$ cat src/rtl/pwr_seq_pkg.sv
// Shared types and constants for the power-island output sequencer.
// The optional retention path is selected by PWR_SEQ_RETENTION_EN.
package pwr_seq_pkg;

    typedef enum logic [3:0] {
        ST_OFF,
        ST_PU_SW,
        ST_PU_SETTLE,
        ST_PU_RESTORE,
        ST_PU_UNISO,
        ST_ON,
        ST_PD_ISO,
        ST_PD_SAVE,
        ST_PD_SW,
        ST_ERR
    } seq_state_t;

    // Registered output bundle, one bit per sequencer output.
    typedef struct packed {
        logic sw_en;
        logic iso_en;
        logic ret_save;
        logic ret_restore;
        logic pwr_ack;
        logic busy;
        logic err;
    } seq_out_t;

    localparam int DEF_SETTLE_CYC    = 16;
    localparam int DEF_ISO_CYC       = 4;
    localparam int DEF_RET_PULSE_CYC = 2;
    localparam int DEF_TIMEOUT_CYC   = 1024;

    // Width of the shared down-counter: enough for the largest cycle count.
    function automatic int cnt_width(input int a, input int b, input int c, input int d);
        int m;
        m = a;
        if (b > m) m = b;
        if (c > m) m = c;
        if (d > m) m = d;
        return $clog2(m) + 1;
    endfunction

endpackage

$ cat src/rtl/pwr_seq_timer.sv
// Loadable saturating down-counter with zero flag, shared by all timed
// states of the power-island sequencer. Independent of PWR_SEQ_RETENTION_EN.
module pwr_seq_timer #(
    parameter int CNT_W = 11
) (
    input  logic             clk,
    input  logic             rst,
    input  logic             load,
    input  logic [CNT_W-1:0] load_val,
    output logic             zero
);

    logic [CNT_W-1:0] cnt;

    // Load has priority; otherwise count down and stick at zero.
    always_ff @(posedge clk) begin
        if (rst) begin
            cnt <= '0;
        end else if (load) begin
            cnt <= load_val;
        end else if (cnt != '0) begin
            cnt <= cnt - 1'b1;
        end
    end

    assign zero = (cnt == '0);

endmodule

$ cat src/rtl/pwr_island_out_seq.sv
// Output-side sequencer for a switchable low-voltage island: orders the
// power switch, retention save/restore and isolation clamps, with a
// req/ack handshake toward the system power controller.
// Build option: define PWR_SEQ_RETENTION_EN to include the retention
// save/restore steps; without it those steps are skipped and the
// ret_save/ret_restore outputs are tied low.
module pwr_island_out_seq
    import pwr_seq_pkg::*;
#(
    parameter int SETTLE_CYC    = DEF_SETTLE_CYC,
    parameter int ISO_CYC       = DEF_ISO_CYC,
    parameter int RET_PULSE_CYC = DEF_RET_PULSE_CYC,
    parameter int TIMEOUT_CYC   = DEF_TIMEOUT_CYC
) (
    input  logic clk,
    input  logic rst,
    input  logic pwr_req,
    output logic pwr_ack,
    output logic busy,
    output logic sw_en,
    input  logic sw_ack,
    output logic iso_en,
    output logic ret_save,
    output logic ret_restore,
    output logic err,
    input  logic err_clr
);

    localparam int CNT_W = cnt_width(SETTLE_CYC, ISO_CYC, RET_PULSE_CYC, TIMEOUT_CYC);

    // A load of N-1 makes a timed state last exactly N cycles.
    localparam logic [CNT_W-1:0] LD_SETTLE  = CNT_W'(SETTLE_CYC - 1);
    localparam logic [CNT_W-1:0] LD_ISO     = CNT_W'(ISO_CYC - 1);
    localparam logic [CNT_W-1:0] LD_TIMEOUT = CNT_W'(TIMEOUT_CYC - 1);
`ifdef PWR_SEQ_RETENTION_EN
    localparam logic [CNT_W-1:0] LD_RET     = CNT_W'(RET_PULSE_CYC - 1);
`endif

    seq_state_t       state_q;
    seq_state_t       state_d;
    seq_out_t         out_q;
    logic             tmr_load;
    logic [CNT_W-1:0] tmr_val;
    logic             tmr_zero;

    // Output decode for a given state; clamps stay on everywhere except
    // while un-isolating and in ON, so the island is never unclamped while
    // its supply or retention contents are in flux.
    function automatic seq_out_t out_of(input seq_state_t st);
        seq_out_t o;
        o        = '0;
        o.iso_en = 1'b1;
        case (st)
            ST_PU_SW, ST_PU_SETTLE, ST_PD_ISO: begin
                o.sw_en = 1'b1;
                o.busy  = 1'b1;
            end
            ST_PU_RESTORE: begin
                o.sw_en       = 1'b1;
                o.busy        = 1'b1;
                o.ret_restore = 1'b1;
            end
            ST_PU_UNISO: begin
                o.sw_en  = 1'b1;
                o.busy   = 1'b1;
                o.iso_en = 1'b0;
            end
            ST_ON: begin
                o.sw_en   = 1'b1;
                o.iso_en  = 1'b0;
                o.pwr_ack = 1'b1;
            end
            ST_PD_SAVE: begin
                o.sw_en    = 1'b1;
                o.busy     = 1'b1;
                o.ret_save = 1'b1;
            end
            ST_PD_SW: begin
                o.busy = 1'b1;
            end
            ST_ERR: begin
                o.err = 1'b1;
            end
            default: begin
                o.sw_en = 1'b0;
            end
        endcase
`ifndef PWR_SEQ_RETENTION_EN
        o.ret_save    = 1'b0;
        o.ret_restore = 1'b0;
`endif
        return o;
    endfunction

    pwr_seq_timer #(
        .CNT_W (CNT_W)
    ) u_timer (
        .clk      (clk),
        .rst      (rst),
        .load     (tmr_load),
        .load_val (tmr_val),
        .zero     (tmr_zero)
    );

    // Next-state and timer-load decode; pwr_req is only looked at in OFF/ON.
    always_comb begin
        state_d  = state_q;
        tmr_load = 1'b0;
        tmr_val  = '0;
        case (state_q)
            ST_OFF: begin
                if (pwr_req) begin
                    state_d  = ST_PU_SW;
                    tmr_load = 1'b1;
                    tmr_val  = LD_TIMEOUT;
                end
            end
            ST_PU_SW: begin
                if (sw_ack) begin
                    state_d  = ST_PU_SETTLE;
                    tmr_load = 1'b1;
                    tmr_val  = LD_SETTLE;
                end else if (tmr_zero) begin
                    state_d = ST_ERR;
                end
            end
            ST_PU_SETTLE: begin
                if (tmr_zero) begin
`ifdef PWR_SEQ_RETENTION_EN
                    state_d  = ST_PU_RESTORE;
                    tmr_load = 1'b1;
                    tmr_val  = LD_RET;
`else
                    state_d  = ST_PU_UNISO;
                    tmr_load = 1'b1;
                    tmr_val  = LD_ISO;
`endif
                end
            end
`ifdef PWR_SEQ_RETENTION_EN
            ST_PU_RESTORE: begin
                if (tmr_zero) begin
                    state_d  = ST_PU_UNISO;
                    tmr_load = 1'b1;
                    tmr_val  = LD_ISO;
                end
            end
`endif
            ST_PU_UNISO: begin
                if (tmr_zero) begin
                    state_d = ST_ON;
                end
            end
            ST_ON: begin
                if (!pwr_req) begin
                    state_d  = ST_PD_ISO;
                    tmr_load = 1'b1;
                    tmr_val  = LD_ISO;
                end
            end
            ST_PD_ISO: begin
                if (tmr_zero) begin
`ifdef PWR_SEQ_RETENTION_EN
                    state_d  = ST_PD_SAVE;
                    tmr_load = 1'b1;
                    tmr_val  = LD_RET;
`else
                    state_d  = ST_PD_SW;
                    tmr_load = 1'b1;
                    tmr_val  = LD_TIMEOUT;
`endif
                end
            end
`ifdef PWR_SEQ_RETENTION_EN
            ST_PD_SAVE: begin
                if (tmr_zero) begin
                    state_d  = ST_PD_SW;
                    tmr_load = 1'b1;
                    tmr_val  = LD_TIMEOUT;
                end
            end
`endif
            ST_PD_SW: begin
                if (!sw_ack) begin
                    state_d = ST_OFF;
                end else if (tmr_zero) begin
                    state_d = ST_ERR;
                end
            end
            ST_ERR: begin
                if (err_clr) begin
                    state_d = ST_OFF;
                end
            end
            default: begin
                state_d = ST_OFF;
            end
        endcase
    end

    // State register with outputs registered from the next state.
    always_ff @(posedge clk) begin
        if (rst) begin
            state_q <= ST_OFF;
            out_q   <= out_of(ST_OFF);
        end else begin
            state_q <= state_d;
            out_q   <= out_of(state_d);
        end
    end

    assign sw_en       = out_q.sw_en;
    assign iso_en      = out_q.iso_en;
    assign ret_save    = out_q.ret_save;
    assign ret_restore = out_q.ret_restore;
    assign pwr_ack     = out_q.pwr_ack;
    assign busy        = out_q.busy;
    assign err         = out_q.err;

endmodule

$ cat config.mk
export PLATFORM = sky130hd
export DESIGN_NAME = pwr_island_out_seq
export DESIGN_NICKNAME = d
export VERILOG_FILES = /design/src/rtl/pwr_seq_pkg.sv /design/src/rtl/pwr_seq_timer.sv /design/src/rtl/pwr_island_out_seq.sv
export SDC_FILE = /design/constraint.sdc
export NUM_CORES = 1
export LEC_CHECK = 0
export CORE_UTILIZATION = 50
export DETAILED_ROUTE_END_ITERATION = 8
export PLACE_DENSITY = 0.76
export SLEW_MARGIN = 15
export SYNTH_ARGS = -nofsm -noshare
export SYNTH_HDL_FRONTEND = slang
export SYNTH_SLANG_ARGS = --single-unit
$ cat constraint.sdc
create_clock -name clk -period 2 [get_ports clk]
set_input_delay 0.4 -clock clk [delete_from_list [all_inputs] [get_ports clk]]
set_output_delay 0.4 -clock clk [all_outputs]
set_load 0.01 [all_outputs]
==> key figures, run 1 <==
Logic synthesis
  – Avg Inst Size Synth: 8.530 um^2
  – FFs w/ async S/R, synth: 0
  – Leading register cell type out of synthesis: dfxtp_1
  – Synth cell types: 46
  – Seq/Total Area, Yosys: 0.3426
  – Post-synth EDFFs: 0
  – Cells after Synth: 137
  – YS warnings: 0
  – Area of the mapped netlist: 0.001169 mm^2
  – Yosys reg bits: 20

GRT
  – Largest net degree at the start of global routing: 16
  – Number of global-route vias before repair: 1111
  – Initial antenna violation count: 0
  – Global-route wire length before repair: 4726 um
  – Gr ovfl total: 0
  – GRT Overall Usage: 0.2439

Timing
  – # setup viols final: 0
  – F_max: 516.6 MHz
  – WHS: 486.0 ps
  – Pins Over Slew Limit: 0
  – Final Hold Viols: 0
  – Final min period: 1936 ps
  – RSZ-0062 raised after global routing: false
  – Final cycle utilization of the critical path: 0.9679
  – Skew final: 2.382 ps

Hold path
  – Endpoint, Worst Hold: u_timer.cnt[10]
  – Hold Crit Depth: 1
  – Hold Path Class: reg -> reg
  – Hold path start: u_timer.cnt[10]

Critical path
  – Setup slack, reg-to-reg: 60 ps
  – Buffers and inverters on the worst path: 1
  – Crit path cell chain: inv_1 -> ha_4 -> or4b_4 -> nor2_1 -> a221oi_2 -> and3_4 -> a221oi_2
  – Worst reg2reg endpoint: busy
  – CP Class: reg -> reg
  – Worst setup EP type: register
  – Delay-heaviest family, CP: simple AND/OR/NAND/NOR gates
  – Most numerous cell on the critical path: a221oi_2
  – Critical Path RT: 2220 ps
  – CP peak stage delay: 500 ps
  – Crit start category: register
  – R2R Path Start: u_timer.cnt[0]
  – Critical Path AT: 2160 ps
  – Reg2Reg Depth: 7
  – Worst path slowest cell: or4b_4
  – Crit path max fanout: 4

Pwr
  – Logic pwr share: 0.370
  – Leakage: 0.0005564 uW
  – Switching power total: 386.2 uW
  – Seq pwr share: 0.458
  – Switching share of total power: 0.3489
  – Cell Pwr Density: 769.4 mW/mm^2
  – Worst ir drop on vdd: 0.0005731 V
  – Internal: 720.8 uW
  – Clock share of power: 0.172

Route
  – DRT antenna net count: 0
  – Final wirelength: 2755 um
  – Vias per cell: 5.963
  – First-pass iteration count of the detailed router: 4
  – Via count: 1127
  – Residual DRC count: 0
  – Drt initial violations: 22
  – Wire length per cell: 14.58 um

Finish
  – Most frequent cells in the layout: dfxtp_1, buf_4, nand2_1
  – Commonest non-fill, non-tap cell in the layout: dfxtp_1
  – Final Net Count: 169
  – Layout cells sized above 1: 0.2112
  – Filler Cells Inserted: 188
  – Fin area: 0.001439 mm^2
  – Ant. Diodes: 0
  – Syn-to-layout area delta: 23.13%

Clocking
  – Root Driver: clkbuf_4
  – Maximum clock path buffer count: 2
  – Clk slew on worst S/H paths: 110 ps
  – Hold-fix buffers, CTS: 0
  – H-Tree Level Count: 1
  – Clock sink count: 20
  – Skew-Pair Late Insertion Delay: 300 ps
  – CTS Buf Count: 3
  – TritonCTS clock tree: built

Floorplan
  – Die Y: 50.35 um
  – Die X: 50.35 um
  – Core Area: 0.002212 mm^2
  – Io pins: 12
  – Rows: 17
  – Initial Util: 0.5283
  – Die area: 0.002535 mm^2

Run status
  – Status: finished, final reports clean

Placed design
  – Buffers on Ports: 9
  – Placed cell areas: 0.001388 mm^2
  – Routability cong.: 0.8472
  – Post-DP HPWL: 2053 um

Job
  – Max_cap viols: 0
timing repair:
action                                  in CTS  in global routing
hold endpoints to repair                     0                  0
gates resized for setup                      0                  4
setup buffers                                0                  1
endpoints found under the setup margin       0                 11
cells in the mapped netlist, types with 2 or more instances:
| master | instances | area share |
|---|---|---|
| dfxtp_1 | 20 | 0.34 |
| nand2_1 | 14 | 0.045 |
| nor2_1 | 13 | 0.042 |
| a21oi_1 | 9 | 0.039 |
| nor3_1 | 6 | 0.026 |
| clkbuf_1 | 4 | 0.013 |
| inv_1 | 4 | 0.013 |
| o21ai_1 | 4 | 0.017 |
| xnor2_1 | 4 | 0.030 |
| buf_4 | 3 | 0.019 |
| nand3_1 | 3 | 0.013 |
| nor4_1 | 3 | 0.016 |
| o21ai_0 | 3 | 0.013 |
| xor2_1 | 3 | 0.022 |
| a21o_1 | 2 | 0.013 |
| a221oi_1 | 2 | 0.015 |
| a221oi_2 | 2 | 0.026 |
| a31o_2 | 2 | 0.015 |
| a31oi_1 | 2 | 0.011 |
| nand2b_1 | 2 | 0.011 |
| nand4bb_1 | 2 | 0.019 |
| nor4bb_1 | 2 | 0.017 |
| o2111ai_1 | 2 | 0.015 |
| or3_1 | 2 | 0.011 |
| or3b_1 | 2 | 0.015 |
| or4b_1 | 2 | 0.017 |
state kept, by name (all words and copies together) (netlist names):
signal and cells:
state_q 4, busy 1, pwr_ack 1, sw_en 1
iso_en 1, u_timer.cnt 11, err 1
layout make-up:
| cell class | count | area (um^2) | area share |
|---|---|---|---|
| Clock buffer | 3 | 22.52 | 0.01565 |
| Inverter | 4 | 15.01 | 0.01043 |
| Multi-Input combinational cell | 107 | 740.7 | 0.5148 |
| Sequential cell | 20 | 400.4 | 0.2783 |
| Tap cell | 28 | 35.03 | 0.02435 |
| Timing Repair Buffer | 27 | 225.2 | 0.1565 |
kinds of logic after synthesis:
group	Yosys count	synth area share
adder cells (fa/ha/maj)	1	0.01070
multiplexers	2	0.01820
AND/OR/NAND/NOR	60	0.3105
other	1	0.003209
XOR/XNOR	7	0.05246
AO/OA/AOI/OAI	35	0.2174
buffers and inverters	11	0.04496
flip-flops	20	0.3426
power by group through the flow:
stage | sequential [uW] | combinational (uW) | clock, uW
5_1_grt | 515 | 450 | 207
2_1_floorplan | 501 | 268 | 0
3_5_place_dp | 515 | 387 | 0
4_1_cts | 505 | 389 | 185
6_report | 507 | 410 | 190
3_3_place_gp | 511 | 375 | 0
worst reg2reg max path, delay by kind of cell (launching register included):
family | cells | cell delay (ps)
flops | 1 | 350
fa+ha+maj | 1 | 170
buf+inv | 1 | 140
compound gates | 2 | 360
simple gates | 3 | 850
per-layer routing:
metal,GRT usage,vias to the layer above,part of all wire
met1,0.3045,533,0.46
li1,-,558,-
met4,0.09722,0,0.014
met3,0.03333,5,0.034
met2,0.4200,31,0.49
met5,0,-,0
how the worst max path moves through the flow:
stage / slack (ps) / to / startpoint / cells past startpoint
3_3_place_gp: -100 / busy / sw_ack / 6
2_1_floorplan: 130 / busy / u_timer.cnt[0] / 7
5_1_grt: 9 / busy / u_timer.cnt[0] / 7
4_1_cts: 20 / busy / u_timer.cnt[0] / 7
6_report: 60 / busy / u_timer.cnt[0] / 7
3_5_place_dp: -180 / busy / pwr_req / 6
per-stage QoR:
| stage | TNS, ps | total power, uW | std cells | setup slack (ps) | util |
|---|---|---|---|---|---|
| final | 0 | 1107 | 189 | 64.18 | 0.6505 |
| after global routing | 0 | 1172 | 189 | 9.219 | 0.6505 |
| after CTS | 0 | 1079 | 188 | 19.61 | 0.6374 |
| after detailed placement | -733.8 | 901.6 | 185 | -183.8 | 0.6273 |
| after global placement | -346.1 | 885.7 | 185 | -102.5 | 0.6273 |
| after floorplan | 0 | 768.6 | 138 | 133.4 | - |
Note: power is estimated with default switching activity, not from simulation.
==> run 2: changes to the inputs <==
--- a/config.mk
+++ b/config.mk
@@ -8,6 +8,7 @@
 export CORE_UTILIZATION = 50
 export DETAILED_ROUTE_END_ITERATION = 8
 export PLACE_DENSITY = 0.76
+export SKIP_LAST_GASP = 1
 export SLEW_MARGIN = 15
 export SYNTH_ARGS = -nofsm -noshare
 export SYNTH_HDL_FRONTEND = slang
==> results of run 2 <==
Final layout, timing and power as in run 1 (identical DEF).
==> run 3: changes to the inputs <==
--- a/config.mk
+++ b/config.mk
@@ -8,6 +8,7 @@
 export CORE_UTILIZATION = 50
 export DETAILED_ROUTE_END_ITERATION = 8
 export PLACE_DENSITY = 0.76
+export REMOVE_ABC_BUFFERS = 1
 export SKIP_LAST_GASP = 1
 export SLEW_MARGIN = 15
 export SYNTH_ARGS = -nofsm -noshare
==> run 3 against run 2 <==
Fmax fell by 0.46%. Sequential share of layout area is 0.22 points lower. Worst setup slack got worse by 9.0 ps. First-iteration DRC count up 130%. Final area grew 0.78%. Combinational power fell by 2%. Largest power group unchanged.
==> key figures, run 3 (synthesis results as in run 1) <==
Critical path
  – R2R Path Start: u_timer.cnt[0] (unchanged)
  – CP Class: reg -> reg (unchanged)
  – Crit start category: register (unchanged)
  – CP peak stage delay: 520 ps (was 500 ps)
  – Crit path cell chain: inv_1 -> ha_2 -> or4b_4 -> nor3_4 -> o32a_1 -> and3_4 -> nor3_1 (was inv_1 -> ha_4 -> or4b_4 -> nor2_1 -> a221oi_2 -> and3_4 -> a221oi_2)
  – Delay-heaviest family, CP: simple AND/OR/NAND/NOR gates (unchanged)
  – Critical path origin: u_timer.cnt[0] (unchanged)
  – Crit path max fanout: 4 (unchanged)
  – Critical Path AT: 2130 ps (was 2160 ps)
  – Buffers and inverters on the worst path: 1 (unchanged)
  – Worst path slowest cell: or4b_4 (unchanged)
  – Critical Path RT: 2180 ps (was 2220 ps)
  – Worst setup EP type: register (unchanged)

Route
  – First-pass iteration count of the detailed router: 4 (unchanged)
  – Final wirelength: 2728 um (was 2755 um)
  – Residual DRC count: 0 (unchanged)
  – Via count: 1151 (was 1127)
  – Drt initial violations: 51 (was 22)
  – Vias per cell: 6.090 (was 5.963)
  – Wire length per cell: 14.43 um (was 14.58 um)
  – DRT antenna net count: 0 (unchanged)

Floorplan
  – Die X: 50.35 um (unchanged)
  – Core Area: 0.002212 mm^2 (unchanged)
  – Io pins: 12 (unchanged)
  – Die Y: 50.35 um (unchanged)
  – Die area: 0.002535 mm^2 (unchanged)
  – Rows: 17 (unchanged)
  – Initial Util: 0.5283 (unchanged)

Finish
  – Layout cells sized above 1: 0.2174 (was 0.2112)
  – Top Registers: u_timer.cnt (11), state_q (4) (unchanged)
  – Largest register FFs: 11 (unchanged)
  – Most flop-heavy register: u_timer.cnt (unchanged)
  – Syn-to-layout area delta: 24.09% (was 23.13%)
  – Most frequent cells in the layout: dfxtp_1, buf_4, nand2_1 (unchanged)
  – Commonest non-fill, non-tap cell in the layout: dfxtp_1 (unchanged)
  – Final Net Count: 168 (was 169)
  – Fin cells: 189 (unchanged)
  – Ant. Diodes: 0 (unchanged)

Clocking
  – H-Tree Level Count: 1 (unchanged)
  – TritonCTS clock tree: built (unchanged)
  – CTS Buf Count: 3 (unchanged)
  – Clock sink count: 20 (unchanged)
  – Root Driver: clkbuf_4 (unchanged)
  – Hold-fix buffers, CTS: 0 (unchanged)
  – Skew-Pair Late Insertion Delay: 300 ps (about the same)
  – Maximum clock path buffer count: 2 (unchanged)
  – Clk slew on worst S/H paths: 120 ps (was 110 ps)

Timing
  – F_max: 514.2 MHz (was 516.6 MHz)
  – Pins Over Slew Limit: 0 (unchanged)
  – Final Hold Viols: 0 (unchanged)
  – RSZ-0062 raised after global routing: true (was false)
  – Skew final: 2.949 ps (was 2.382 ps)
  – Final cycle utilization of the critical path: 0.9724 (was 0.9679)
  – Final min period: 1945 ps (was 1936 ps)
  – Final WS setup: 55.23 ps (was 64.18 ps)
  – # setup viols final: 0 (unchanged)

Placed design
  – Post-DP HPWL: 2061 um (was 2053 um)
  – Dpl ws: -154.7 ps (was -183.8 ps)
  – Buffers on Ports: 9 (unchanged)
  – Inst Count DP: 185 (unchanged)
  – Routability cong.: 0.8474 (was 0.8472)

Hold path
  – Hold path start: u_timer.cnt[10] (unchanged)
  – Hold Path Class: reg -> reg (unchanged)

GRT
  – Gr ovfl total: 0 (unchanged)
  – Number of global-route vias before repair: 1121 (was 1111)
  – Global-route wire length before repair: 4698 um (was 4726 um)
  – Largest net degree at the start of global routing: 14 (was 16)
  – Initial antenna violation count: 0 (unchanged)
  – GRT Overall Usage: 0.2417 (was 0.2439)

Job
  – Max_cap viols: 0 (unchanged)

Pwr
  – Worst ir drop on vdd: 0.0006657 V (was 0.0005731 V)
  – Cell Pwr Density: 853.4 mW/mm^2 (was 769.4 mW/mm^2)
  – Leakage: 0.0005602 uW (was 0.0005564 uW)

Run status
  – Status: finished, final reports clean (unchanged)
[run 3: worst register-to-register path, stage by stage, from the launching register on]
cell     delay (ps)
dfxtp_1         350
inv_1           100
ha_2            220
or4b_4          520
nor3_4          180
o32a_1          190
and3_4          200
nor3_1           60
[run 3: worst paths after layout]
check	slack, ps	cells after the start	end
setup reg to reg	60	7	sw_en
hold / removal	490	1	u_timer.cnt[10]
setup / recovery	60	7	sw_en
hold reg to reg	490	1	u_timer.cnt[10]
[run 3: routing by layer]
| metal | wire length, um | track usage | part of all wire |
|---|---|---|---|
| met3 | 149 | 0.05152 | 0.055 |
| met5 | 0 | 0 | 0 |
| met4 | 51 | 0.1019 | 0.019 |
| met2 | 1356 | 0.4200 | 0.50 |
| met1 | 1170 | 0.2846 | 0.43 |
[run 3: timing repair]
action	CTS	global route
cloned	0	0
gates resized for setup	2	2
pin swaps	0	2
buffers inserted	0	0
setup endpoints to repair	2	8
[run 3: where the power goes]
group | total (uW) | internal, uW | switching (uW) | leakage, uW
Clock | 331 | 203 | 128 | 0.0000279
Combinational | 400 | 199 | 201 | 0.000367
Sequential | 507 | 447 | 60.5 | 0.000165
Total | 1240 | 848 | 390 | 0.000560
[run 3: final cells by class]
type                       count  area, um^2
clock inverter                 1       30.03
clock buffer                   3       22.52
timing repair buffer          26       217.7
tap                           28       35.03
sequential                    20       400.4
multi-input combinational    107       729.5
inverter                       4       15.01
fill                         198       762.0
[run 3: stage by stage]
step	TNS (ps)	hold WS, ps	util	total power [uW]	area (um^2)
floorplan	0	453.3	-	760.2	1135
global placement	-594.7	468.4	0.6273	885.7	1388
detailed placement	-916.8	473.5	0.6273	901.9	1388
CTS	0	493.7	0.6533	1236	1445
global route	-1.897	513.9	0.6555	1307	1450
finish	0	493.4	0.6555	1238	1450
